`src/rtl/ring_phase_decoder.sv`:
```
// rtl/ring_phase_decoder.sv - one-hot ring phase decoder with lock tracking, rotation count and sticky errors
// Optional feature macro: RINGDEC_STALL_CHECK_EN (phase must hold while en=0 and locked)
module ring_phase_decoder #(
   parameter int N      = 4,
   parameter int IDX_W  = $clog2(N),
   parameter int WRAP_W = 8
) (
   input  logic              clk,
   input  logic              reset_n,
   input  logic              en,
   input  logic [N-1:0]      phase,
   input  logic              clr_err,
   output logic [IDX_W-1:0]  idx,
   output logic              valid,
   output logic              onehot_err,
   output logic              seq_err,
   output logic [WRAP_W-1:0] wraps
);

   typedef enum logic {
      ACQUIRE = 1'b0,
      TRACK   = 1'b1
   } state_e;

   state_e              state_q, state_d;
   logic [IDX_W-1:0]    idx_q, idx_d;
   logic                valid_q, valid_d;
   logic                onehot_err_q, onehot_err_d;
   logic                seq_err_q, seq_err_d;
   logic [WRAP_W-1:0]   wraps_q, wraps_d;

   logic                phase_zero;
   logic                phase_onehot;
   logic [IDX_W-1:0]    phase_pos;
   logic [IDX_W-1:0]    succ_pos;
   logic                set_onehot_err;
   logic                set_seq_err;

   // Classify the sampled vector and encode the position of its set bit
   always_comb begin
      phase_zero   = ~|phase;
      phase_onehot = !phase_zero && ((phase & (phase - N'(1))) == '0);
      phase_pos    = '0;
      for (int i = 0; i < N; i++) begin
         if (phase[i]) begin
            phase_pos = IDX_W'(i);
         end
      end
      // Rotate-left successor: position N-1 is followed by position 0
      succ_pos = (idx_q == IDX_W'(N - 1)) ? '0 : idx_q + IDX_W'(1);
   end

   // Next-state and next-output computation for the acquire/track machine
   always_comb begin
      state_d        = state_q;
      idx_d          = idx_q;
      valid_d        = valid_q;
      wraps_d        = wraps_q;
      set_onehot_err = 1'b0;
      set_seq_err    = 1'b0;

      if (en) begin
         case (state_q)
            ACQUIRE: begin
               if (phase_onehot) begin
                  idx_d   = phase_pos;
                  state_d = TRACK;
                  valid_d = 1'b1;
               end else if (!phase_zero) begin
                  set_onehot_err = 1'b1;
               end
            end
            TRACK: begin
               if (!phase_onehot) begin
                  // Illegal vector: drop lock but keep the last legal index visible
                  set_onehot_err = 1'b1;
                  state_d        = ACQUIRE;
                  valid_d        = 1'b0;
               end else if (phase_pos == succ_pos) begin
                  idx_d = phase_pos;
                  if (idx_q == IDX_W'(N - 1) && phase_pos == '0) begin
                     wraps_d = wraps_q + WRAP_W'(1);
                  end
               end else begin
                  // Legal but out of sequence: flag it and re-lock on the new phase
                  set_seq_err = 1'b1;
                  idx_d       = phase_pos;
               end
            end
            default: begin
               state_d = ACQUIRE;
               valid_d = 1'b0;
            end
         endcase
      end
`ifdef RINGDEC_STALL_CHECK_EN
      else if (state_q == TRACK) begin
         // While stalled the ring must still present the phase we locked on
         if (phase != (N'(1) << idx_q)) begin
            set_seq_err = 1'b1;
         end
      end
`endif

      // Sticky flags: a clear and a same-edge detection resolve to set
      onehot_err_d = (onehot_err_q & ~clr_err) | set_onehot_err;
      seq_err_d    = (seq_err_q & ~clr_err) | set_seq_err;
   end

   // State and output registers with synchronous active-low reset
   always_ff @(posedge clk) begin
      if (!reset_n) begin
         state_q      <= ACQUIRE;
         idx_q        <= '0;
         valid_q      <= 1'b0;
         onehot_err_q <= 1'b0;
         seq_err_q    <= 1'b0;
         wraps_q      <= '0;
      end else begin
         state_q      <= state_d;
         idx_q        <= idx_d;
         valid_q      <= valid_d;
         onehot_err_q <= onehot_err_d;
         seq_err_q    <= seq_err_d;
         wraps_q      <= wraps_d;
      end
   end

   assign idx        = idx_q;
   assign valid      = valid_q;
   assign onehot_err = onehot_err_q;
   assign seq_err    = seq_err_q;
   assign wraps      = wraps_q;

endmodule

```
`config.mk`:
```
export PLATFORM = sky130hd
export DESIGN_NAME = ring_phase_decoder
export DESIGN_NICKNAME = d
export VERILOG_FILES = /design/src/rtl/ring_phase_decoder.sv
export SDC_FILE = /design/constraint.sdc
export NUM_CORES = 1
export LEC_CHECK = 0
export ABC_AREA = 0
export CORE_ASPECT_RATIO = 0.8
export CORE_MARGIN = 4
export CORE_UTILIZATION = 31
export DETAILED_ROUTE_END_ITERATION = 16
export PLACE_DENSITY_LB_ADDON = 0.08
export SLEW_MARGIN = 15
export SYNTH_ARGS = -nofsm -noshare
export SYNTH_HDL_FRONTEND = slang
export SYNTH_SLANG_ARGS = --single-unit
export TNS_END_PERCENT = 30
```
`constraint.sdc`:
```
create_clock -name clk -period 2.1 [get_ports clk]
set_input_delay 0.21 -clock clk [delete_from_list [all_inputs] [get_ports clk]]
set_output_delay 0.21 -clock clk [all_outputs]
set_load 0.03 [all_outputs]
```
# After elaboration in Yosys (flattened, before gate mapping)
# Cells that the tools add are included.
word_totals:
  register_bits: 14
  inputBits: 8
  output_inout_bits: 13
  wordCells: 46
classes:
  n_addsub: 3
  n_reduce_logical: 8
  n_eq_ne: 4
  n_mux: 18
  n_bitwise: 7
op_table:
  columns: ["cell", "n"]
  rows:
  - ["1-bit two-way mux", 12]
  - ["8-bit by 1-bit adder with 8-bit output (second input constant)", 1]
  - ["2-bit two-way mux", 4]
  - ["5-bit AND reduction", 1]
  - ["4-bit AND", 1]
  - ["4-bit zero test", 1]
  - ["2-bit inequality test (second input constant)", 2]
  - ["1-bit one-hot mux with 2 select lines", 2]
  - ["4-bit OR reduction", 1]
  - ["4-bit by 1-bit subtractor with 4-bit output (second input constant)", 1]
  - ["3-bit AND reduction", 1]
  - ["2-bit by 1-bit adder with 2-bit output (second input constant)", 1]
  - ["1-bit AND", 2]
  - ["2-bit equality test", 1]
  - ["2-bit equality test (second input constant)", 1]
  - ["1-bit logical AND", 2]
  - ["2-bit zero test", 1]
  - ["1-bit inverter", 2]
  - ["1-bit OR", 2]
  - ["2-bit AND reduction", 1]

# Logic depth before layout (Yosys ltp)
# Gate-level depths: netlist of run 1.
depth:
  ltp_word: 9
  depth_mapped: 6

# Worst setup path after synthesis of run 1
# OpenSTA, ideal clock, no wires.
synth_path:
  path_kind: "register to register"
  from: "reg idx_q[0] (netlist: idx[0])"
  to: "reg wraps_q[7] (netlist: wraps[7])"
  required_time_ns: 2.029
  stages_incl_launch_ff: 6
  slack_ns: -0.100
  n_path_buf: 0
  t_arrival_ns: 2.129
  synth_period_minus_slack_ns: 2.200
  path_cell_list: "dfxtp_1 ha_1 nand4b_1 or4_1 or3_1 a21oi_1"
synth_between:
  elab_chain_cells: 4
synth_rtl:
  columns: ["item", "line_no", "source"]
  rows:
  - ["from (decl)", "26", "logic [IDX_W-1:0] idx_q, idx_d;"]
  - ["from (signal assigned)", "121", "idx_q <= idx_d;"]
  - ["2-bit by 1-bit adder with 2-bit output / 2-bit equality test (equally long branches)", "50, 81", null]
  - ["2-bit two-way mux", "50", "succ_pos = (idx_q == IDX_W'(N - 1)) ? '0 : idx_q + IDX_W'(1);"]
  - ["2-bit equality test", "79", "end else if (phase_pos == succ_pos) begin"]
  - ["5-bit AND reduction (no line) (*)", null, null]
  - ["to (signal assigned)", "125", "wraps_q <= wraps_d;"]
  - ["to (decl)", "30", "logic [WRAP_W-1:0] wraps_q, wraps_d;"]
# Mark *: on every way between the ends. The rest lies on a longest branch, timed or not.
# A chain may end at the register's enable or synchronous reset.

# Final worst setup path of run 1
# Ends and elaborated chain as after synthesis.

==> impl_metrics.ini, run 1 <==
[placement]
dpl.hpwl_mm = 1.433
portBuffers = 20
gp_congestion = 0.7424
pre_cts_slack_ns = -0.003678
dpl_cell_area_um2 = 1075

[cts]
hold_buffers = 0
cts_buffers = 3
clock_sinks = 14
cts_tree = yes
root_buffer = clkbuf_4
post-cts-setup-buffers = 0
clk_latency_ns = 0.28
cts_max_level = 1
ctsResizeCount = 0
clockBufferDepth = 2
clk_pin_slew_ns = 0.09

[drt]
first_iter_violations = 24
dr.pass1.iters = 4
vias = 778
drc = 0
wl_mm = 2.006
ant_nets = 0
routedWlPerCell_um = 12.62
vias_per_cell = 4.893

[setup_path]
r2r_cells = 5
r2r-start = idx[0]
cp_num_buf_inv = 0
cpMaxStageDelayCell = or4_4
crit_fanout = 6
cp_cell_sequence = ha_4 -> nand4b_1 -> or4_4 -> or3_1 -> a21oi_1
critical_path.top_delay_family = simple AND/OR/NAND/NOR gates
critPathCaptureType = flop
r2r_slack_ns = 0.20
reg2reg_to = wraps[7]
crit_required_ns = 2.32
cp.arrival_ns = 2.12
cp-start-kind = flop
cp_slowest_stage_delay_ns = 0.52
crit_type = flop to flop

[floorplanning]
die_area_um2 = 3433
core_um2 = 2442
die_w_um = 64.51
initial_core_util_pct = 32.43
ios = 21
rows = 16
fp.dieH_um = 53.21

[synth]
synth_area_leaders = dfxtp_1, xnor2_1, a21oi_1, nor3_1, nor2_1
syn_nets = 107
syn_area_per_cell_um2 = 8.165
synth_cells = 97
ys_warn_count = 0
synth_top_area_cell = dfxtp_1
seq_area_frac_synth_pct = 35.39
synth-edff-count = 0
synth_async_sr_flop_share_pct = 0
ys_ff_latch = 14
yosysTopAreaCellShare_pct = 35.39
dominantRegCellSynth = dfxtp_1
syn-cell-area_um2 = 792.0
synth.distinct_cells = 30

[pwr]
clockPowerShare_pct = 34.6
seqPwrFrac_pct = 48.2
ir_drop_v = 0.0002365
finalPower_mw = 0.5765
cellLeakagePower_nw = 0.3753
comb_power_share_pct = 17.2
power.switching_mw = 0.1494
internal_power_mw = 0.4271
p_per_area_nw_per_um2 = 511.4
swShare_pct = 25.91

[sta]
slew_headroom_pct = 72.13
fin_crit_ns = 1.903
rsz0062_at_grt = no
drv_slew = 0
finalSetupTns_ns = 0
fin_crit_sh_pct = 90.62
setup_ws_ns = 0.1970
tightest_slew_ns = 0.4142
fmax_ghz = 0.5255
hold_violations = 0
setup_violations = 0
skew_ns = 0.001511

[layout]
drive_gt1_share_pct = 17.07
n_antenna_cell = 0
stdcell_area_um2 = 1127
fillers = 260
layout.nets = 134
register_area_um2 = 282.8
syn_to_final_growth_pct = 42.34
multi_input_area_um2 = 484.2
utilization_pct = 46.16

[grt]
gr-total-overflow = 0
grt_pass1_vias = 718
antenna_found_initial = 0
grt_usage_pct = 12.95
grt_max_degree = 13
grt_pass1_wl_mm = 3.367

[worst_hold_path]
min_delay_path_depth = 2
holdPathEnd = seq_err
hold_start = seq_err
hold_path_class = flop to flop

[run_status]
status = finished, final reports clean

[job]
cap_violations = 0
## power groups by stage
stage / registers, mW / clock network (mW) / logic, mW
3_3_place_gp: 0.283 / 0 / 0.0975
6_report: 0.278 / 0.199 / 0.0994
2_1_floorplan: 0.291 / 0 / 0.0491
5_1_grt: 0.279 / 0.221 / 0.110
3_5_place_dp: 0.283 / 0 / 0.0981
4_1_cts: 0.277 / 0.213 / 0.0987
## worst max path at each step
stage | start | to | depth (start not counted)
2_1_floorplan | idx[0] | wraps[7] | 5
3_3_place_gp | phase[1] | wraps[7] | 5
3_5_place_dp | phase[1] | wraps[7] | 5
4_1_cts | idx[0] | wraps[7] | 5
5_1_grt | idx[0] | wraps[7] | 5
6_report | idx[0] | wraps[7] | 5
## layout by cell type, fill, tap and decap left out, types with 4 or more instances in the layout
| cell | Yosys | routed |
|---|---|---|
| o21ai_0 | 4 | 4 |
| nor2_1 | 9 | 9 |
| clkdlybuf4s50_1 | 0 | 20 |
| buf_4 | 1 | 9 |
| nand3_1 | 4 | 4 |
| nor3_1 | 7 | 7 |
| nand2_1 | 5 | 5 |
| a21oi_1 | 10 | 10 |
| xnor2_1 | 7 | 7 |
| dfxtp_1 | 14 | 12 |
## cells in the mapped netlist (2+ instances only)
master / instances
a211oi_1: 3
a21oi_1: 10
buf_2: 2
clkbuf_1: 4
dfxtp_1: 14
ha_1: 2
inv_1: 3
nand2_1: 5
nand3_1: 4
nand4_1: 2
nor2_1: 9
nor3_1: 7
nor4_1: 3
o21ai_0: 4
or3_1: 2
or4b_1: 2
xnor2_1: 7
xor2_1: 2
## metal layers
metal / track usage [%] / up-vias / part of all wire, %
li1: - / 407 / -
met1: 16.86 / 353 / 53
met2: 19.52 / 16 / 40
met3: 5.732 / 2 / 6.7
met4: 3.158 / 0 / 0.65
met5: 0 / - / 0
## per-stage QoR
stage,hold WS (ns),cells
floorplan,0.3484,97
global placement,0.4765,155
detailed placement,0.4800,155
CTS,0.4949,159
global route,0.5083,159
finish,0.4889,159
## final cells by class
type,count,area share [%]
repair buffers,29,23.75
inverters,3,0.9989
flip-flops and latches,14,25.08
well taps,36,3.996
multi-input cells,73,42.95
clock buffers,4,3.219
## registers in the layout, indices dropped and copies added, names as in the netlist
signal / flops
state_q: 1
onehot_err: 1
wraps: 8
idx: 2
valid: 1
seq_err: 1
## cells by family after synthesis
group,share of synthesized area [%]
simple gates,27.65
compound gates,18.33
flops,35.39
buf+inv,5.529
xor+xnor,9.953
fa+ha+maj,3.159
## worst register-to-register path: cells and delay by family (launching register included)
family | cells | cell delay [ns]
AND/OR/NAND/NOR | 3 | 1.07
AO/OA/AOI/OAI | 1 | 0.14
adder cells (fa/ha/maj) | 1 | 0.23
flip-flops | 1 | 0.41
(Power assumes the default switching activity.)
==> run 2: changes to the inputs <==
MAX_ROUTING_LAYER = met4   (was not set)
==> impl_metrics.ini, run 2 (synthesis results as in run 1) <==
[cts]
clockBufferDepth = 2
cts_tree = yes
clock_sinks = 14
root_buffer = clkbuf_4
post-cts-setup-buffers = 0
clk_latency_ns = 0.28
cts_max_level = 1
hold_buffers = 0
cts_buffers = 3
clk_pin_slew_ns = 0.09

[setup_path]
critPathCaptureType = flop
crit_fanout = 6
r2r_slack_ns = 0.19
cp-start-kind = flop
reg2reg_to = wraps[7]
cp.arrival_ns = 2.12
crit_required_ns = 2.32
r2r-start = idx[0]
crit_type = flop to flop
crit_path_start = idx[0]
r2r_cells = 5

[sta]
setup_violations = 0
tightest_slew_ns = 0.4154
rsz0062_at_grt = no
hold_violations = 0
drv_slew = 0
skew_ns = 0.001492
slew_headroom_pct = 72.05
fmax_ghz = 0.5245
fin_crit_sh_pct = 90.79
fin_crit_ns = 1.907

[placement]
portBuffers = 20
dpl.hpwl_mm = 1.433
gp_congestion = 0.7518

[grt]
gr-total-overflow = 0
grt_max_degree = 13
grt_pass1_wl_mm = 3.374
antenna_found_initial = 0
grt_usage_pct = 13.29
grt_pass1_vias = 717

[drt]
dr.pass1.iters = 4
ant_nets = 0
first_iter_violations = 24
drc = 0
wl_mm = 2.012
vias = 777
vias_per_cell = 4.887
routedWlPerCell_um = 12.65

[layout]
final_common_cell = clkdlybuf4s50_1
drive_gt1_share_pct = 17.07
n_antenna_cell = 0
syn_to_final_growth_pct = 42.34
utilization_pct = 46.16
layout.nets = 134
final_cell_mix = clkdlybuf4s50_1, dfxtp_1, a21oi_1, nor2_1, buf_4
fillers = 260
largest_register_ffs = 8

[pwr]
p_per_area_nw_per_um2 = 511.6
cellLeakagePower_nw = 0.3753
finalPower_mw = 0.5768
ir_drop_v = 0.0002365

[job]
cap_violations = 0

[floorplanning]
fp.dieH_um = 53.21
initial_core_util_pct = 32.43
core_um2 = 2442
die_area_um2 = 3433
ios = 21
die_w_um = 64.51
rows = 16

[worst_hold_path]
holdPathEnd = seq_err
min_delay_path_depth = 2
hold_path_class = flop to flop
hold_start = seq_err

[run_status]
status = finished, final reports clean
-- run 2: final cells by class --
type	count	area, um2	area share, %
inverters	3	11.26	0.9989
clock buffers	4	36.28	3.219
repair buffers	29	267.8	23.75
well taps	36	45.04	3.996
flip-flops and latches	14	282.8	25.08
multi-input cells	73	484.2	42.95
-- run 2: how the worst max path moves through the flow --
stage / endpoint / slack [ns] / cells after the start
5_1_grt: wraps[7] / 0.08 / 5
3_3_place_gp: wraps[7] / 0.003 / 5
4_1_cts: wraps[7] / 0.11 / 5
6_report: wraps[7] / 0.19 / 5
3_5_place_dp: wraps[7] / -0.004 / 5
2_1_floorplan: wraps[7] / 0.05 / 5
-- run 2: critical path: stages (launching register included) --
cell	delay, ns
dfxtp_2	0.41
ha_4	0.23
nand4b_1	0.23
or4_4	0.52
or3_1	0.32
a21oi_1	0.14
-- run 2: routing by layer --
| metal | GRT usage (%) | up-vias | share of wire (%) |
|---|---|---|---|
| met5 | - | - | 0 |
| met4 | 3.158 | 0 | 0.70 |
| met2 | 19.52 | 16 | 40 |
| met1 | 17.62 | 353 | 55 |
| met3 | 4.459 | 2 | 4.3 |
| li1 | - | 406 | - |
-- run 2: power by group --
part           internal [mW]  switching [mW]  total, mW
clock                  0.106          0.0938      0.199
combinational         0.0503          0.0493     0.0996
sequential             0.271         0.00653      0.278
total                  0.427           0.150      0.577
-- run 2: per-stage QoR --
step | hold slack, ns | setup TNS [ns] | area (um2) | std cells | setup WS, ns
5_1_grt | 0.5083 | 0 | 1127 | 159 | 0.08118
3_3_place_gp | 0.4765 | 0 | 1075 | 155 | 0.003327
2_1_floorplan | 0.3484 | 0 | 794.5 | 97 | 0.04729
4_1_cts | 0.4949 | 0 | 1111 | 159 | 0.1107
3_5_place_dp | 0.4800 | -0.003678 | 1075 | 155 | -0.003678
6_report | 0.4886 | 0 | 1127 | 159 | 0.1934
-- run 2: what timing repair did --
action / CTS / global route
setup endpoints to repair: 0 / 1
hold endpoints to repair: 0 / 0
resized for setup: 0 / 2
